===== config.mk =====
export PLATFORM = sky130hd
export DESIGN_NAME = quad_scan_mapper
export DESIGN_NICKNAME = d
export VERILOG_FILES = /design/src/rtl/quad_scan_mapper.sv
export SDC_FILE = /design/constraint.sdc
export NUM_CORES = 1
export LEC_CHECK = 0
export CORE_MARGIN = 5
export CORE_UTILIZATION = 66
export DETAILED_ROUTE_END_ITERATION = 16
export MAX_ROUTING_LAYER = met4
export PLACE_DENSITY = 0.95
export SLEW_MARGIN = 20
export SYNTH_ARGS = -nofsm -noshare
export SYNTH_HDL_FRONTEND = slang
export SYNTH_SLANG_ARGS = --single-unit

===== constraint.sdc =====
create_clock -name clk -period 18.05 [get_ports clk]
set_clock_uncertainty 0.05 [all_clocks]
set_input_delay 3.61 -clock clk [delete_from_list [all_inputs] [get_ports clk]]
set_output_delay 3.61 -clock clk [all_outputs]
set_load 0.03 [all_outputs]

===== src/rtl/quad_scan_mapper.sv =====
// Forward-mapping scan engine: walks every source texel in raster order and emits the
// bilinearly interpolated destination coordinate of the latched quad over valid/ready.
module quad_scan_mapper #(
    parameter int XW      = 10,
    parameter int YW      = 9,
    parameter int FRAC    = 10,
    parameter int SW_LOG2 = 9,
    parameter int SH_LOG2 = 8,
    parameter int DST_W   = 640,
    parameter int DST_H   = 480,
    parameter int CLIP    = 1
) (
    input  logic               clk,
    input  logic               rst_n,
    input  logic               frame_flag,
    input  logic [XW-1:0]      ax,
    input  logic [XW-1:0]      bx,
    input  logic [XW-1:0]      cx,
    input  logic [XW-1:0]      dx,
    input  logic [YW-1:0]      ay,
    input  logic [YW-1:0]      by,
    input  logic [YW-1:0]      cy,
    input  logic [YW-1:0]      dy,
    output logic               out_valid,
    input  logic               out_ready,
    output logic [XW-1:0]      out_x,
    output logic [YW-1:0]      out_y,
    output logic [SW_LOG2-1:0] out_src_x,
    output logic [SH_LOG2-1:0] out_src_y,
    output logic               out_offscreen,
    output logic               out_last,
    output logic               busy
);
    localparam int AXW = XW + FRAC + 2;
    localparam int AYW = YW + FRAC + 2;
    localparam int RXW = XW + 2;
    localparam int RYW = YW + 2;

    localparam logic [2:0] S_IDLE  = 3'd0;
    localparam logic [2:0] S_SETUP = 3'd1;
    localparam logic [2:0] S_LINE  = 3'd2;
    localparam logic [2:0] S_PIXEL = 3'd3;
    localparam logic [2:0] S_DONE  = 3'd4;

    localparam logic signed [AXW-1:0] HALF_X = AXW'(2 ** (FRAC - 1));
    localparam logic signed [AYW-1:0] HALF_Y = AYW'(2 ** (FRAC - 1));
    localparam logic signed [RXW-1:0] LIM_X  = RXW'(DST_W);
    localparam logic signed [RYW-1:0] LIM_Y  = RYW'(DST_H);

    function automatic logic signed [AXW-1:0] load_x(input logic [XW-1:0] v);
        return $signed({2'b00, v, {FRAC{1'b0}}});
    endfunction

    function automatic logic signed [AYW-1:0] load_y(input logic [YW-1:0] v);
        return $signed({2'b00, v, {FRAC{1'b0}}});
    endfunction

    // Round half up, then drop the fraction with sign preserved.
    function automatic logic signed [RXW-1:0] rnd_x(input logic signed [AXW-1:0] p);
        logic signed [AXW-1:0] t;
        t = p + HALF_X;
        return t[AXW-1:FRAC];
    endfunction

    function automatic logic signed [RYW-1:0] rnd_y(input logic signed [AYW-1:0] p);
        logic signed [AYW-1:0] t;
        t = p + HALF_Y;
        return t[AYW-1:FRAC];
    endfunction

    function automatic logic [XW-1:0] clamp_x(input logic signed [RXW-1:0] r);
        return r[RXW-1] ? '0 : r[XW-1:0];
    endfunction

    function automatic logic [YW-1:0] clamp_y(input logic signed [RYW-1:0] r);
        return r[RYW-1] ? '0 : r[YW-1:0];
    endfunction

    logic [2:0]            r_state;
    logic [SW_LOG2-1:0]    r_src_x;
    logic [SH_LOG2-1:0]    r_src_y;
    logic [XW-1:0]         r_cx, r_dx;
    logic [YW-1:0]         r_cy, r_dy;
    logic signed [AXW-1:0] r_lx, r_rx, r_slx, r_srx, r_px, r_spx;
    logic signed [AYW-1:0] r_ly, r_ry, r_sly, r_sry, r_py, r_spy;

    logic                  r_out_valid;
    logic                  r_out_off;
    logic                  r_out_last;
    logic [XW-1:0]         r_out_x;
    logic [YW-1:0]         r_out_y;
    logic [SW_LOG2-1:0]    r_out_sx;
    logic [SH_LOG2-1:0]    r_out_sy;

    logic                  w_adv;
    logic                  w_last_col;
    logic                  w_last_row;
    logic                  w_off;
    logic                  w_drop;
    logic signed [RXW-1:0] w_rx;
    logic signed [RYW-1:0] w_ry;

    assign w_adv      = !r_out_valid || out_ready;
    assign w_last_col = &r_src_x;
    assign w_last_row = &r_src_y;
    assign w_rx       = rnd_x(r_px);
    assign w_ry       = rnd_y(r_py);
    assign w_off      = w_rx[RXW-1] || w_ry[RYW-1] || (w_rx >= LIM_X) || (w_ry >= LIM_Y);
    assign w_drop     = (CLIP != 0) && w_off;

    // Accumulator datapath: L/R walk down the quad's left and right edges, P walks a line.
    always_ff @(posedge clk) begin
        if (frame_flag) begin
            r_lx <= load_x(ax);
            r_rx <= load_x(bx);
            r_ly <= load_y(ay);
            r_ry <= load_y(by);
            r_cx <= cx;
            r_dx <= dx;
            r_cy <= cy;
            r_dy <= dy;
        end else begin
            case (r_state)
                S_SETUP: begin
                    r_slx <= (load_x(r_dx) - r_lx) >>> SH_LOG2;
                    r_srx <= (load_x(r_cx) - r_rx) >>> SH_LOG2;
                    r_sly <= (load_y(r_dy) - r_ly) >>> SH_LOG2;
                    r_sry <= (load_y(r_cy) - r_ry) >>> SH_LOG2;
                end
                S_LINE: begin
                    r_px  <= r_lx;
                    r_py  <= r_ly;
                    r_spx <= (r_rx - r_lx) >>> SW_LOG2;
                    r_spy <= (r_ry - r_ly) >>> SW_LOG2;
                end
                S_PIXEL: begin
                    if (w_adv) begin
                        r_px <= r_px + r_spx;
                        r_py <= r_py + r_spy;
                        if (w_last_col) begin
                            r_lx <= r_lx + r_slx;
                            r_rx <= r_rx + r_srx;
                            r_ly <= r_ly + r_sly;
                            r_ry <= r_ry + r_sry;
                        end
                    end
                end
                default: ;
            endcase
        end
    end

    // Walk control and the registered output beat.
    always_ff @(posedge clk or negedge rst_n) begin
        if (!rst_n) begin
            r_state     <= S_IDLE;
            r_src_x     <= '0;
            r_src_y     <= '0;
            r_out_valid <= 1'b0;
            r_out_off   <= 1'b0;
            r_out_last  <= 1'b0;
            r_out_x     <= '0;
            r_out_y     <= '0;
            r_out_sx    <= '0;
            r_out_sy    <= '0;
        end else if (frame_flag) begin
            r_state     <= S_SETUP;
            r_src_x     <= '0;
            r_src_y     <= '0;
            r_out_valid <= 1'b0;
            r_out_off   <= 1'b0;
            r_out_last  <= 1'b0;
        end else begin
            if (r_out_valid && out_ready) begin
                r_out_valid <= 1'b0;
                r_out_last  <= 1'b0;
            end
            case (r_state)
                S_IDLE:  ;
                S_SETUP: r_state <= S_LINE;
                S_LINE:  r_state <= S_PIXEL;
                S_PIXEL: begin
                    if (w_adv) begin
                        r_out_valid <= !w_drop;
                        if (!w_drop) begin
                            r_out_x    <= clamp_x(w_rx);
                            r_out_y    <= clamp_y(w_ry);
                            r_out_sx   <= r_src_x;
                            r_out_sy   <= r_src_y;
                            r_out_off  <= w_off;
                            r_out_last <= w_last_col && w_last_row;
                        end
                        r_src_x <= r_src_x + SW_LOG2'(1);
                        if (w_last_col) begin
                            r_src_y <= r_src_y + SH_LOG2'(1);
                            r_state <= w_last_row ? S_DONE : S_LINE;
                        end
                    end
                end
                S_DONE: begin
                    if (w_adv) r_state <= S_IDLE;
                end
                default: r_state <= S_IDLE;
            endcase
        end
    end

    // A clipped final texel leaves DONE with no beat pending, so busy is already low there.
    assign busy          = (r_state != S_IDLE) && ((r_state != S_DONE) || r_out_valid);
    assign out_valid     = r_out_valid;
    assign out_x         = r_out_x;
    assign out_y         = r_out_y;
    assign out_src_x     = r_out_sx;
    assign out_src_y     = r_out_sy;
    assign out_offscreen = r_out_off;
    assign out_last      = r_out_last;

endmodule

==> flow_metrics.py, run 1 <==
metrics = {
    "status": {
        "outcome": "finished clean",
    },
    "logic_synthesis": {
        "synth_area_um2": 19800,
        "ys_types": 83,
        "synth_nets": 2306,
        "synth_edf_count": 198,
        "synth.top_cell.area_share_pct": 30.1,
        "ys_seq_elements": 304,
        "synth_warnings": 0,
        "yosysSeqAreaShare_pct": 42.3,
        "synthArstFlopShare_pct": 19.1,
        "post-synth-top-count-cell": "nand2_1",
        "synth_commonest_cells": "nand2_1 (239), ha_1 (205), edfxtp_1 (198)",
        "yosysTopAreaCell": "edfxtp_1",
        "postSynthCellCount": 2015,
        "synthFlopType": "edfxtp_1",
        "synth_area_leaders": "edfxtp_1 (30%), ha_1 (13%), dfrtp_1 (7.3%)",
        "syn_area_per_cell_um2": 9.81,
    },
    "global_routing": {
        "grt_usage_pct": 30.6,
        "grt_pass1_vias": 16558,
        "grt_first_pass_wirelength_um": 81800,
        "grt_max_degree": 86,
        "antenna_found_initial": 0,
        "overflow": 0,
    },
    "placement": {
        "gp_congestion": 0.991,
        "numPlacedInstances": 2484,
        "portBuffers": 118,
        "dp_hpwl_um": 35300,
        "place_ws_ps": 11080,
    },
    "worst_setup_path": {
        "cp_slowest_cell": "inv_1",
        "crit_type": "input port to flip-flop",
        "end_kind": "flip-flop",
        "critPathBufInv": 3,
        "rrSetupSlack_ps": 14170,
        "timing.rr.start": "r_lx[0]",
        "critical_path_peak_fanout": 22,
        "worst_path_most_repeated_cell": "nor2_1",
        "crit_family": "buffers and inverters",
        "rr_worst_depth": 12,
        "required_ps": 18440,
        "cp.arrival_ps": 6790,
        "cpPeakStageDelay_ps": 710,
        "path_cells": "clkdlybuf4s50_1 > nor2b_1 > nor2_1 > a21oi_1 > inv_1 > buf_4 > and3_1 > nand4_1 > xor2_1 > nor2_1",
        "timing.rr.end": "r_lx[18]",
        "crit_path_start_kind": "input port",
        "worst-path-stages": 10,
    },
    "layout": {
        "multiInputGateArea_um2": 10800,
        "layout.nets": 2418,
        "fillCellCount": 1818,
        "area_delta_synth_final_pct": 13.3,
        "fin_cells": 2541,
        "seqCellArea_um2": 8360,
        "drive_gt1_share_pct": 5.49,
        "diodes": 0,
    },
    "clocking": {
        "cts-hold-fix-buffers": 0,
        "clk_pin_slew_worst_paths_ps": 70,
        "htreeDepth": 1,
        "cts_setup_buffers": 0,
        "cts_tree": "built",
        "clockBufferDepth": 3,
        "cts_resized": 0,
        "clock-sinks": 304,
        "cts_root_buf": "clkbuf_16",
        "clk_latency_ps": 570,
        "cts_made_buffers": 31,
    },
    "floorplanning": {
        "core_um2": 29600,
        "pin_count": 120,
        "rows": 63,
        "die_area_um2": 33500,
        "initial_utilization_pct": 66.7,
        "die_w_um": 183,
        "die_h_um": 183,
    },
    "sta": {
        "rsz0062_at_grt": "no",
        "maxSlewHeadroom_pct": 35.4,
        "holdWs_ps": 433,
        "finalHoldViolations": 0,
        "period_share_pct": 35.5,
        "worst_slew_pin_slew_ps": 966,
        "worst_slack_ps": 11650,
        "finalSetupViolCount": 0,
        "slew_viol_final": 0,
        "fmax_ghz": 0.156,
        "tns_ps": 0,
        "post-route-min-period_ps": 6400,
    },
    "detailed_routing": {
        "drt_wl_total_um": 51000,
        "route.detailed.drc": 0,
        "num_vias": 16522,
        "drtPass1Iterations": 9,
        "drt-initial-drc-count": 1886,
        "viasPerCell": 6.50,
        "postRouteAntennaNets": 0,
        "wire_per_inst_um": 20.1,
    },
    "flow_run": {
        "max-cap-violations": 0,
    },
    "pwr": {
        "p_per_area_nw_per_um2": 94.8,
        "cellLeakagePower_nw": 9.32,
        "ir_drop_v": 0.0000896,
        "fin_total_pwr_w": 0.00212,
    },
    "hold_path": {
        "holdPathStages": 2,
        "hp-start": "out_y[3]",
        "hold_class": "flip-flop to flip-flop",
        "holdPathEnd": "out_y[3]",
    },
}
[sequential cells by signal, summed over array words and instances (netlist names), 8 cells and up]
signal and count:
out_src_x 9, out_src_y 8, out_x 10, out_y 9, r_cx 10, r_cy 9
r_dx 10, r_dy 9, r_lx 22, r_ly 21, r_px 22, r_py 21
r_rx 22, r_ry 21, r_slx 14, r_sly 13, r_spx 13, r_spy 12
r_src_x 9, r_src_y 8, r_srx 14, r_sry 13
[per-layer routing]
metal / routed length, um / track usage (%)
met5: 0 / -
met4: 2340 / 13.3
met3: 4620 / 4.56
met2: 25200 / 52.1
met1: 18900 / 36.3
[logic make-up after synthesis]
group	synth area share (%)
xor gates and xnor gates	8.51
and+or+nand+nor	13.9
DFF	42.3
muxes	1.25
adders and majority gates	13.6
other	0.0190
buffers and inverters	3.11
AOI/OAI and AO/OA	17.3
[how the worst max path moves through the flow]
stage,from,to
floorplan,frame_flag,r_slx[0]
global placement,out_ready,r_src_y[6]
detailed placement,out_ready,r_src_y[6]
CTS,out_ready,r_src_y[6]
global route,out_ready,r_src_y[6]
finish,out_ready,r_src_y[6]
[power by group]
group          switching [W]  internal (W)
Combinational       0.000329      0.000237
Clock               0.000278      0.000398
Sequential         0.0000513      0.000831
Total               0.000659       0.00146
[tightest hold or removal path: cells and delay by family (launching register included)]
family | cells | cell delay (ps)
AO/OA/AOI/OAI | 1 | 50
flip-flops | 1 | 340
AND/OR/NAND/NOR | 1 | 50
[cell usage in the layout (no fill, tap or decap), types with 26 or more instances in the layout]
master and instances:
a21o_1 60, ha_1 205, nand3_1 41, o31ai_1 26
a21oi_1 155, dfxtp_1 48, inv_1 109, nand2_1 238
nor3_1 40, o21a_1 29, nor2_1 129, o21ai_0 134
edfxtp_1 198, dfrtp_1 58, clkdlybuf4s50_1 116, xor2_1 83
clkbuf_16 33, xnor2_1 109
[cell type report]
type | instances | share of cell area [%]
Multi-Input combinational cell | 1553 | 48.3
Sequential cell | 304 | 37.3
Timing Repair Buffer | 128 | 5.58
Clock buffer | 42 | 4.11
Tap cell | 390 | 2.18
Inverter | 109 | 1.83
Clock inverter | 15 | 0.676
[per-stage QoR]
step / area (um^2) / util, %
6_report: 22400 / 75.6
5_1_grt: 22400 / 75.6
4_1_cts: 22400 / 75.5
3_5_place_dp: 21300 / 71.9
3_3_place_gp: 21300 / 71.9
2_1_floorplan: 19800 / -
(Power assumes the default switching activity.)
==> run 2, diff against run 1 <==
- CORE_UTILIZATION: 66 -> 55
- PLACE_DENSITY: 0.95 -> 0.87
- clock period: 18.05 -> 5.4 ns (I/O delays scaled with it)
==> run 2 against run 1 <==
  * First-iteration DRC count shrank 25%
  * Sequential cell count is the same
  * Setup slack lost 10000 ps
  * Global-route usage shrank 6.3 points
  * Final cell count grew 3.0%
  * Register-to-register slack lost 13000 ps
  * Wire length shrank 7.1%
  * Critical path depth grew 2
  * Combinational power grew to 3.3 times the previous value
  * Clock-buffer cell count grew 7
  * Utilization shrank 12 points
  * Hold slack lost 9.9 ps
  * Critical endpoint is now r_lx[18]
==> flow_metrics.py, run 2 (same netlist as run 1, synthesis figures left out) <==
metrics = {
    "detailed_routing": {
        "drt-initial-drc-count": 1410,
        "drtPass1Iterations": 5,
        "route.detailed.drc": 0,
        "dr_wl_met2_um": 23100,
        "postRouteAntennaNets": 0,
        "top_layer": "met4",
        "met3_length_um": 3020,
        "drt-met1-wl_um": 19700,
        "drt_wl_total_um": 47400,
        "viasPerCell": 6.05,
        "num_vias": 15842,
        "wire_per_inst_um": 18.1,
    },
    "worst_setup_path": {
        "end_kind": "flip-flop",
        "timing.rr.end": "r_lx[18]",
        "path_cells": "ha_1 > fa_1 > a21oi_1 > o21ai_0 > a2111oi_0 > o21ai_0 > a211oi_1 > or2_2 > nand2b_1 > a21oi_1 > xor2_1 > o21ai_0",
        "required_ps": 5570,
        "rr_worst_depth": 12,
        "cp.arrival_ps": 3920,
        "critical_path_peak_fanout": 5,
        "crit_type": "flip-flop to flip-flop",
        "cpPeakStageDelay_ps": 800,
        "worst_path_most_repeated_cell": "o21ai_0",
        "rrSetupSlack_ps": 1650,
        "crit_path_start_kind": "flip-flop",
        "cp_slowest_cell": "a2111oi_0",
        "timing.rr.start": "r_lx[0]",
    },
    "clocking": {
        "clockBufferDepth": 3,
        "cts_resized": 0,
        "clk_latency_ps": 510,
        "cts_made_buffers": 34,
        "clk_pin_slew_worst_paths_ps": 60,
        "cts_tree": "built",
        "htreeDepth": 2,
        "clock-sinks": 304,
        "cts_root_buf": "clkbuf_16",
        "cts-hold-fix-buffers": 0,
        "cts_setup_buffers": 0,
    },
    "global_routing": {
        "grt_first_pass_wirelength_um": 78000,
        "overflow": 0,
        "grt_usage_pct": 24.3,
        "grt_pass1_vias": 16100,
        "antenna_found_initial": 0,
        "grt_max_degree": 86,
    },
    "sta": {
        "rsz0062_at_grt": "no",
        "period_share_pct": 69.4,
        "fmax_ghz": 0.267,
        "worst_slew_pin_slew_ps": 1070,
        "finalSetupViolCount": 0,
        "finalHoldViolations": 0,
        "slew_viol_final": 0,
        "post-route-min-period_ps": 3750,
        "tns_ps": 0,
        "maxSlewHeadroom_pct": 28.4,
        "holdWs_ps": 423,
    },
    "layout": {
        "seqCellArea_um2": 8360,
        "postLayoutCellArea_um2": 22500,
        "reg_top3": "r_lx x22, r_px x22, r_rx x22",
        "area_delta_synth_final_pct": 13.8,
        "multiInputGateArea_um2": 10800,
        "final_cell_mix": "nand2_1 (238), ha_1 (205), edfxtp_1 (198)",
        "final_common_cell": "nand2_1",
        "layout.nets": 2422,
        "diodes": 0,
        "drive_gt1_share_pct": 5.43,
        "fillCellCount": 2744,
    },
    "placement": {
        "gp_congestion": 0.937,
        "dp_hpwl_um": 34800,
        "portBuffers": 118,
        "place_area_um2": 21400,
    },
    "hold_path": {
        "holdPathStages": 2,
        "hp-start": "out_x[5]",
        "holdPathEnd": "out_x[5]",
        "hold_class": "flip-flop to flip-flop",
    },
    "floorplanning": {
        "die_w_um": 200,
        "core_um2": 35600,
        "rows": 69,
        "pin_count": 120,
        "die_h_um": 200,
        "die_area_um2": 39800,
        "initial_utilization_pct": 55.6,
    },
    "pwr": {
        "cellLeakagePower_nw": 9.33,
        "p_per_area_nw_per_um2": 313,
        "ir_drop_v": 0.000294,
    },
    "flow_run": {
        "max-cap-violations": 0,
    },
    "status": {
        "outcome": "finished clean",
    },
}
[run 2: cell types whose count changed in the layout (fill, tap and decap cells not counted), moves of 2 or more]
cell,before,now
bufinv_16,3,1
clkbuf_1,3,10
clkbuf_16,33,36
clkbuf_8,6,3
inv_4,2,0
inv_6,0,2
[run 2: area by class of cell]
cell class | instances | area share (%)
clock buffer | 49 | 4.35
timing repair buffer | 129 | 5.58
multi-input combinational | 1553 | 48.1
tap | 461 | 2.56
inverter | 109 | 1.82
sequential | 304 | 37.1
clock inverter | 12 | 0.417
[run 2: stage by stage]
| step | utilization (%) | worst slack [ps] | instances | total power [W] |
|---|---|---|---|---|
| floorplan | - | 202 | 2015 | 0.00427 |
| global placement | 60.2 | 1700 | 2556 | 0.00473 |
| detailed placement | 60.2 | 1560 | 2556 | 0.00481 |
| CTS | 63.3 | 1700 | 2617 | 0.00705 |
| global route | 63.3 | 1330 | 2617 | 0.00738 |
| finish | 63.3 | 1650 | 2617 | 0.00704 |
[run 2: worst max-delay path by stage]
stage | from | to | cells after the start
after floorplan | frame_flag | r_px[0] | 2
after global placement | out_ready | r_lx[18] | 6
after detailed placement | out_ready | r_px[13] | 5
after CTS | r_lx[0] | r_lx[18] | 12
after global routing | r_lx[0] | r_lx[18] | 12
final | r_lx[0] | r_lx[18] | 12
[run 2: power breakdown]
part           internal [W]  leakage (nW)  switching [W]
sequential          0.00278          3.06       0.000161
combinational      0.000789          5.75        0.00107
clock               0.00131         0.522       0.000925
[run 2: worst max-delay path, delay by kind of cell, from the launching register on]
| kind | cells | cell delay, ps |
|---|---|---|
| compound gates | 7 | 2030 |
| flops | 1 | 350 |
| xor+xnor | 1 | 140 |
| simple gates | 2 | 230 |
| fa+ha+maj | 2 | 670 |
[run 2: metal layers]
layer	global-route usage [%]	vias to the layer above
met2	41.3	600
met3	3.17	142
met1	30.2	7515
li1	-	7585
met4	8.35	0
met5	-	-
==> run 3, diff against run 2 <==
- CORE_UTILIZATION: 55 -> 61
- PLACE_DENSITY: 0.87 -> 0.91
- clock period: 5.4 -> 3.6 ns (I/O delays scaled with it)
==> run 3 against run 2 <==
  * Via count down 1.1%
  * Total power increased by 48%
  * Highest routed layer unchanged
  * First-iteration DRC count shrank 9.6%
  * Sequential power grew 50%
  * Clock-buffer cell count increased by 2
  * Sequential cell count did not move
  * Non-clock buffer count rose by 7
==> flow_metrics.py, run 3 (same netlist as run 1, synthesis figures left out) <==
metrics = {
    "sta": {
        "post-route-min-period_ps": 3410,
        "finalHoldViolations": 0,
        "worst_slew_pin_slew_ps": 926,
        "period_share_pct": 94.6,
        "tns_ps": 0,
        "rsz0062_at_grt": "no",
        "finalSetupViolCount": 0,
        "fmax_ghz": 0.294,
        "holdWs_ps": 121,
        "maxSlewHeadroom_pct": 38.1,
        "slew_viol_final": 0,
    },
    "clocking": {
        "clockBufferDepth": 3,
        "htreeDepth": 1,
        "clock-sinks": 304,
        "cts_setup_buffers": 0,
        "cts_root_buf": "clkbuf_16",
        "clk_latency_ps": 570,
        "cts_tree": "built",
        "cts-hold-fix-buffers": 0,
        "cts_made_buffers": 31,
        "cts_resized": 0,
        "clk_pin_slew_worst_paths_ps": 60,
    },
    "worst_setup_path": {
        "end_kind": "flip-flop",
        "cp.arrival_ps": 3850,
        "timing.rr.start": "r_ly[0]",
        "critPathLaunch": "r_ly[0]",
        "rr_worst_depth": 12,
        "crit_type": "flip-flop to flip-flop",
        "crit_path_start_kind": "flip-flop",
        "required_ps": 4050,
        "critical_path_peak_fanout": 5,
    },
    "floorplanning": {
        "initial_utilization_pct": 61.2,
        "core_um2": 32300,
        "rows": 66,
        "die_h_um": 190,
        "pin_count": 120,
        "die_w_um": 190,
        "die_area_um2": 36100,
    },
    "pwr": {
        "swShare_pct": 30.2,
        "p_seq_share_pct": 42.2,
        "cellLeakagePower_nw": 9.36,
        "p_per_area_nw_per_um2": 463,
        "intPower_w": 0.00728,
        "switchingPower_w": 0.00315,
        "p_comb_share_pct": 26.7,
        "power_frac_clock_pct": 31.0,
        "ir_drop_v": 0.000409,
    },
    "global_routing": {
        "grt_usage_pct": 26.2,
        "grt_first_pass_wirelength_um": 76200,
        "overflow": 0,
        "grt_pass1_vias": 15812,
        "grt_max_degree": 86,
        "antenna_found_initial": 1,
    },
    "layout": {
        "final_cell_mix": "nand2_1 (239), ha_1 (205), edfxtp_1 (198)",
        "fillCellCount": 2286,
        "seqCellArea_um2": 8360,
        "final_common_cell": "nand2_1",
        "area_delta_synth_final_pct": 13.9,
        "multiInputGateArea_um2": 10800,
        "layout.nets": 2426,
        "drive_gt1_share_pct": 5.65,
        "reg_top3": "r_lx x22, r_px x22, r_rx x22",
    },
    "detailed_routing": {
        "drt-initial-drc-count": 1274,
        "drtPass1Iterations": 7,
        "viasPerCell": 6.02,
        "postRouteAntennaNets": 0,
        "num_vias": 15665,
        "route.detailed.drc": 0,
        "drt_wl_total_um": 46700,
        "wire_per_inst_um": 17.9,
    },
    "placement": {
        "gp_congestion": 0.957,
        "dp_hpwl_um": 34200,
        "portBuffers": 118,
    },
    "status": {
        "outcome": "finished clean",
    },
    "hold_path": {
        "hold_class": "input port to asynchronous set/reset pin",
    },
    "flow_run": {
        "max-cap-violations": 0,
    },
}
[run 3: power by group through the flow]
| stage | clock (W) | sequential (W) | combinational [W] |
|---|---|---|---|
| final | 0.00324 | 0.00440 | 0.00279 |
| after global routing | 0.00343 | 0.00443 | 0.00308 |
| after CTS | 0.00329 | 0.00440 | 0.00277 |
| after detailed placement | 0 | 0.00447 | 0.00274 |
| after global placement | 0 | 0.00446 | 0.00263 |
| after floorplan | 0 | 0.00451 | 0.00190 |
[run 3: final cells by class]
class | count | share of cell area [%]
multi-input combinational | 1553 | 48.1
sequential | 304 | 37.1
timing repair buffer | 136 | 5.93
clock buffer | 51 | 4.22
tap | 442 | 2.46
inverter | 109 | 1.82
clock inverter | 6 | 0.350
antenna | 1 | 0.0111
[run 3: worst paths after layout]
check	slack, ps	endpoint
setup / recovery	190	r_ly[20]
hold / removal	120	out_x[3]
setup reg to reg	190	r_ly[20]
hold reg to reg	430	out_x[6]
max in group asynchronous	2810	out_y[8]
min in group clk	380	r_src_x[8]
[run 3: worst max-delay path: stages (launching register included)]
cell	delay, ps
dfxtp_1	360
ha_1	260
fa_1	430
a211oi_1	260
nor2_1	110
o221a_2	290
a221o_1	330
and4_1	230
o31ai_2	300
o21ai_1	130
xnor2_1	140
or3_1	310
a21oi_1	130
[run 3: per-layer routing]
layer,share of wire [%],up-vias,global-route usage (%),wire length [um]
met5,0,-,-,0
met4,3.4,0,9.29,1580
met3,6.2,118,2.70,2870
met2,49,495,44.7,22800
met1,42,7459,32.8,19500
li1,-,7593,-,-
[run 3: metrics by stage]
step	power, W	area (um^2)	setup slack [ps]	cells	util, %
finish	0.0104	22500	195	2602	69.8
global placement	0.00709	21500	285	2544	66.6
global route	0.0109	22500	13.7	2602	69.8
floorplan	0.00641	19800	153	2015	-
detailed placement	0.00721	21500	221	2544	66.6
CTS	0.0105	22500	206	2601	69.7
==> RTL edit 1 (config.mk and constraints of run 3) <==
Set the parameter `SH_LOG2` to 9 (it was 8).
--- a/src/rtl/quad_scan_mapper.sv
+++ b/src/rtl/quad_scan_mapper.sv
@@ -5,7 +5,7 @@
     parameter int YW      = 9,
     parameter int FRAC    = 10,
     parameter int SW_LOG2 = 9,
-    parameter int SH_LOG2 = 8,
+    parameter int SH_LOG2 = 9,
     parameter int DST_W   = 640,
     parameter int DST_H   = 480,
     parameter int CLIP    = 1
Ports: changed (resized out_src_y); port bits go from 120 to 121. No check against the original RTL was run, so the function may have changed too.
==> RTL edit 1 against run 3 <==
Routed wire length is 7.5% higher. First-iteration DRC count is 15% higher. Worst setup slack better by 3.7 ps. Total power is 9.3% lower. Sequential power is 5.9% lower. Cell area is 1.2% higher. Synthesized cell count hardly changed. Area after synthesis is 1.1% higher. Die area is 1.1% higher. Critical path type unchanged. Sequential cell count is 2 lower.
==> RTL edit 1: results (changes against run 3) <==
IO Port Bufs: 119 (+0.85%)
Switching power: 2733 uW (-13%)
Top cells by area, synth: edfxtp_1 (29%), ha_1 (13%), dfrtp_1 (7.5%), xnor2_1 (5.0%), dfxtp_1 (4.8%)
Compound-Gate Fraction of Synth Area: 19.04% (+1.7 points)
Nets: 2436 (+0.41%)
Power per cell area: 415.0 mW/mm^2 (-10%)
Status: finished, final reports clean
Met3 Use GR: 4.492% (+1.8 points)
Seq/total area: 36.36% (-0.75 points)
Syn_area_per_cell: 9.924 sq um (+1.2%)
Final-layout fill cell count: 2307 (+0.92%)
Final WS setup: 198.5 ps (+3.722 ps)
Register area share after synthesis: 41.46% (-0.82 points)
Leakage: 0.009408 uW (+0.46%)
Pin count of the biggest net entering global routing: 83 (-3.5%)
Clock Sink Count: 302 (-0.66%)
Util after Layout: 70.24% (+0.49 points)
Signal buffers: 144 (+5.9%)
Met1 Usage GRT: 34.01% (+1.2 points)
Fin cells: 2611 (+0.35%)
CLK BUF: 35 (-31%)
Routed wl met2: 24.59 mm (+8.0%)
Inverters: 111 (+1.8%)
Vias in the first global route: 16510 (+4.4%)
Async set-reset flop share out of synthesis: 19.87% (+0.79 points)
Maximum VDD drop: 377.6 uV (-7.7%)
Post-synthesis cell type count: 86 (+3.6%)
Sequential power: 4140 uW (-5.9%)
Number of flops mapped to enable cells by yosys: 194 (-2.0%)
Met1 Wirelength: 19.51 mm (+0.23%)
GRT Overall Usage: 28.13% (+1.9 points)
Top cells by count, synth: ha_1 (206), nand2_1 (196), edfxtp_1 (194)
Final HPWL DP: 36.53 mm (+6.8%)
WL met3: 4.024 mm (+40%)
Worst-case reg-to-reg path depth: 11 (-1)
==> RTL edit 1: cell count changes after synthesis, moves of 7 or more <==
| cell | run 3 | this run |
|---|---|---|
| mux2_2 | 5 | 19 |
| mux2_4 | 12 | 2 |
| nand2_1 | 239 | 196 |
| a22o_1 | 5 | 37 |
| nor2_1 | 129 | 159 |
| o211ai_1 | 9 | 23 |
| xor2_1 | 83 | 65 |
| nor2b_1 | 9 | 20 |
| or3_1 | 18 | 11 |
| o21ai_0 | 134 | 92 |
==> RTL edit 1: how the worst min path moves through the flow <==
stage                   from  endpoint  slack, ps  depth (start not counted)
finish                 rst_n  out_y[6]        200                          1
CTS                    rst_n  out_y[6]        200                          1
global route           rst_n  out_y[6]        260                          1
global placement    out_x[0]  out_x[0]        410                          2
floorplan              rst_n  out_last        370                          0
detailed placement  out_x[8]  out_x[8]        410                          2
==> RTL edit 1: timing repair <==
item                                    CTS  global route
resized for setup                         0             2
endpoints found under the setup margin    0             2
hold buffers                              0             0
buffers inserted                          0             0
==> RTL edit 2 (config.mk and constraints of run 3) <==
Made on the original files. Make the reset (`rst_n`) synchronous in one clocked block.
--- a/src/rtl/quad_scan_mapper.sv
+++ b/src/rtl/quad_scan_mapper.sv
@@ -151,7 +151,7 @@
     end
 
     // Walk control and the registered output beat.
-    always_ff @(posedge clk or negedge rst_n) begin
+    always_ff @(posedge clk) begin
         if (!rst_n) begin
             r_state     <= S_IDLE;
             r_src_x     <= '0;
Check against the original RTL: differs if rst_n is asserted again (counterexample within 4 cycles, from zero or initial values and one cycle with rst_n low); with rst_n held inactive, the same outputs for 4 cycles.
==> RTL edit 2 against run 3 <==
Worst setup slack gained 43 ps. Total power shrank 13%. Clock power rose by 11%. Via count up 4.4%. Fmax up 1.3%. Cell area increased by 0.67%. Combinational power down 47%. Routed wire length rose by 5.6%. Largest power group unchanged. Area after synthesis barely moved. Sequential cell count did not move.
==> RTL edit 2: results (changes against run 3) <==
Status: finished, final reports clean
Maximum VDD drop: 377.7 uV (-7.7%)
Crit-path max cell delay: 550 ps (+120 ps)
Slew at the pin closest to its max-slew limit: 829.3 ps (-96.44 ps)
Diodes inserted: 0 (-1)
FF-to-FF End: r_lx[18]
H-tree depth: 2 (+1)
Post-Synthesis Cells: 2056 (+2.0%)
DR vias/cell: 6.178 (+2.6%)
Nets: 2471 (+1.9%)
GRT Overall Usage: 27.60% (+1.4 points)
Top cells by area, synth: edfxtp_1 (30%), ha_1 (13%), dfxtp_1 (11%), xnor2_1 (5.0%), a21oi_1 (4.1%)
First-pass GRT wire length: 80.03 mm (+5.0%)
Worst-skew pair later-pin latency: 520 ps (-50 ps)
Slowest CP cell: a211oi_1
Worst reg-to-reg setup slack: 240 ps (+40 ps)
Routed length per instance: 18.63 um (+3.8%)
Fraction of layout cells with a size suffix above 1: 4.896% (-0.76 points)
Placed insts: 2585 (+1.6%)
Vias in the first global route: 16220 (+2.6%)
First drt pass iteration count: 5 (-2)
GPL Wtd Cong: 0.9475 (-0.97%)
TritonCTS Buffers: 35 (+13%)
Post-Place Setup Slack: 339.0 ps (+117.9 ps)
WL final: 49.32 mm (+5.6%)
DR iter-0 viols: 1577 (+24%)
Register area share after synthesis: 40.79% (-1.5 points)
Antenna violations before repair: 0 (-1)
[RTL edit 2: changes by cell type after synthesis, moves of 28 or more]
cell	run 3	this run
nor2b_1	9	54
a22o_1	5	33
dfrtp_1	58	0
o21ai_0	134	105
nand2_1	239	200
dfxtp_1	48	106
mux2i_1	1	31
[RTL edit 2: cells by family (layout without fill, tap and decap cells)]
kind of cell / count (synthesis) / after routing / share of synthesized area, %
buf+inv: 161 / 311 / 3.334
flops: 304 / 304 / 40.79
compound gates: 514 / 514 / 16.39
simple gates: 639 / 639 / 15.62
xor+xnor: 193 / 193 / 8.585
mux: 33 / 33 / 1.683
fa+ha+maj: 211 / 211 / 13.58
other cells: 1 / 1 / 0.01896
[RTL edit 2: routing by layer]
metal	track usage [%]	vias to the layer above	wire length, um
met3	3.798	187	3662
met5	-	-	0
li1	-	7712	-
met4	11.30	0	2290
met2	45.91	750	23370
met1	34.16	7711	20000
[RTL edit 2: area by class of cell]
cell class                 instances  area share [%]
tap                              442           2.439
multi-input combinational       1591           48.98
sequential                       304           35.58
clock buffer                      54           4.928
inverter                         110           1.821
timing repair buffer             138           6.026
clock inverter                     9          0.2262
[RTL edit 2: power breakdown]
part	switching, uW	internal [uW]
sequential	99.6	3910
combinational	828	656
clock	1450	2140
[RTL edit 2: worst max path at each step]
stage,slack (ps),endpoint,from
floorplan,40,r_spx[0],frame_flag
global placement,390,r_ry[18],r_sry[0]
detailed placement,340,r_ry[18],r_sry[0]
CTS,310,r_lx[18],r_slx[0]
global route,10,r_ry[18],r_sry[0]
finish,240,r_lx[18],r_lx[0]
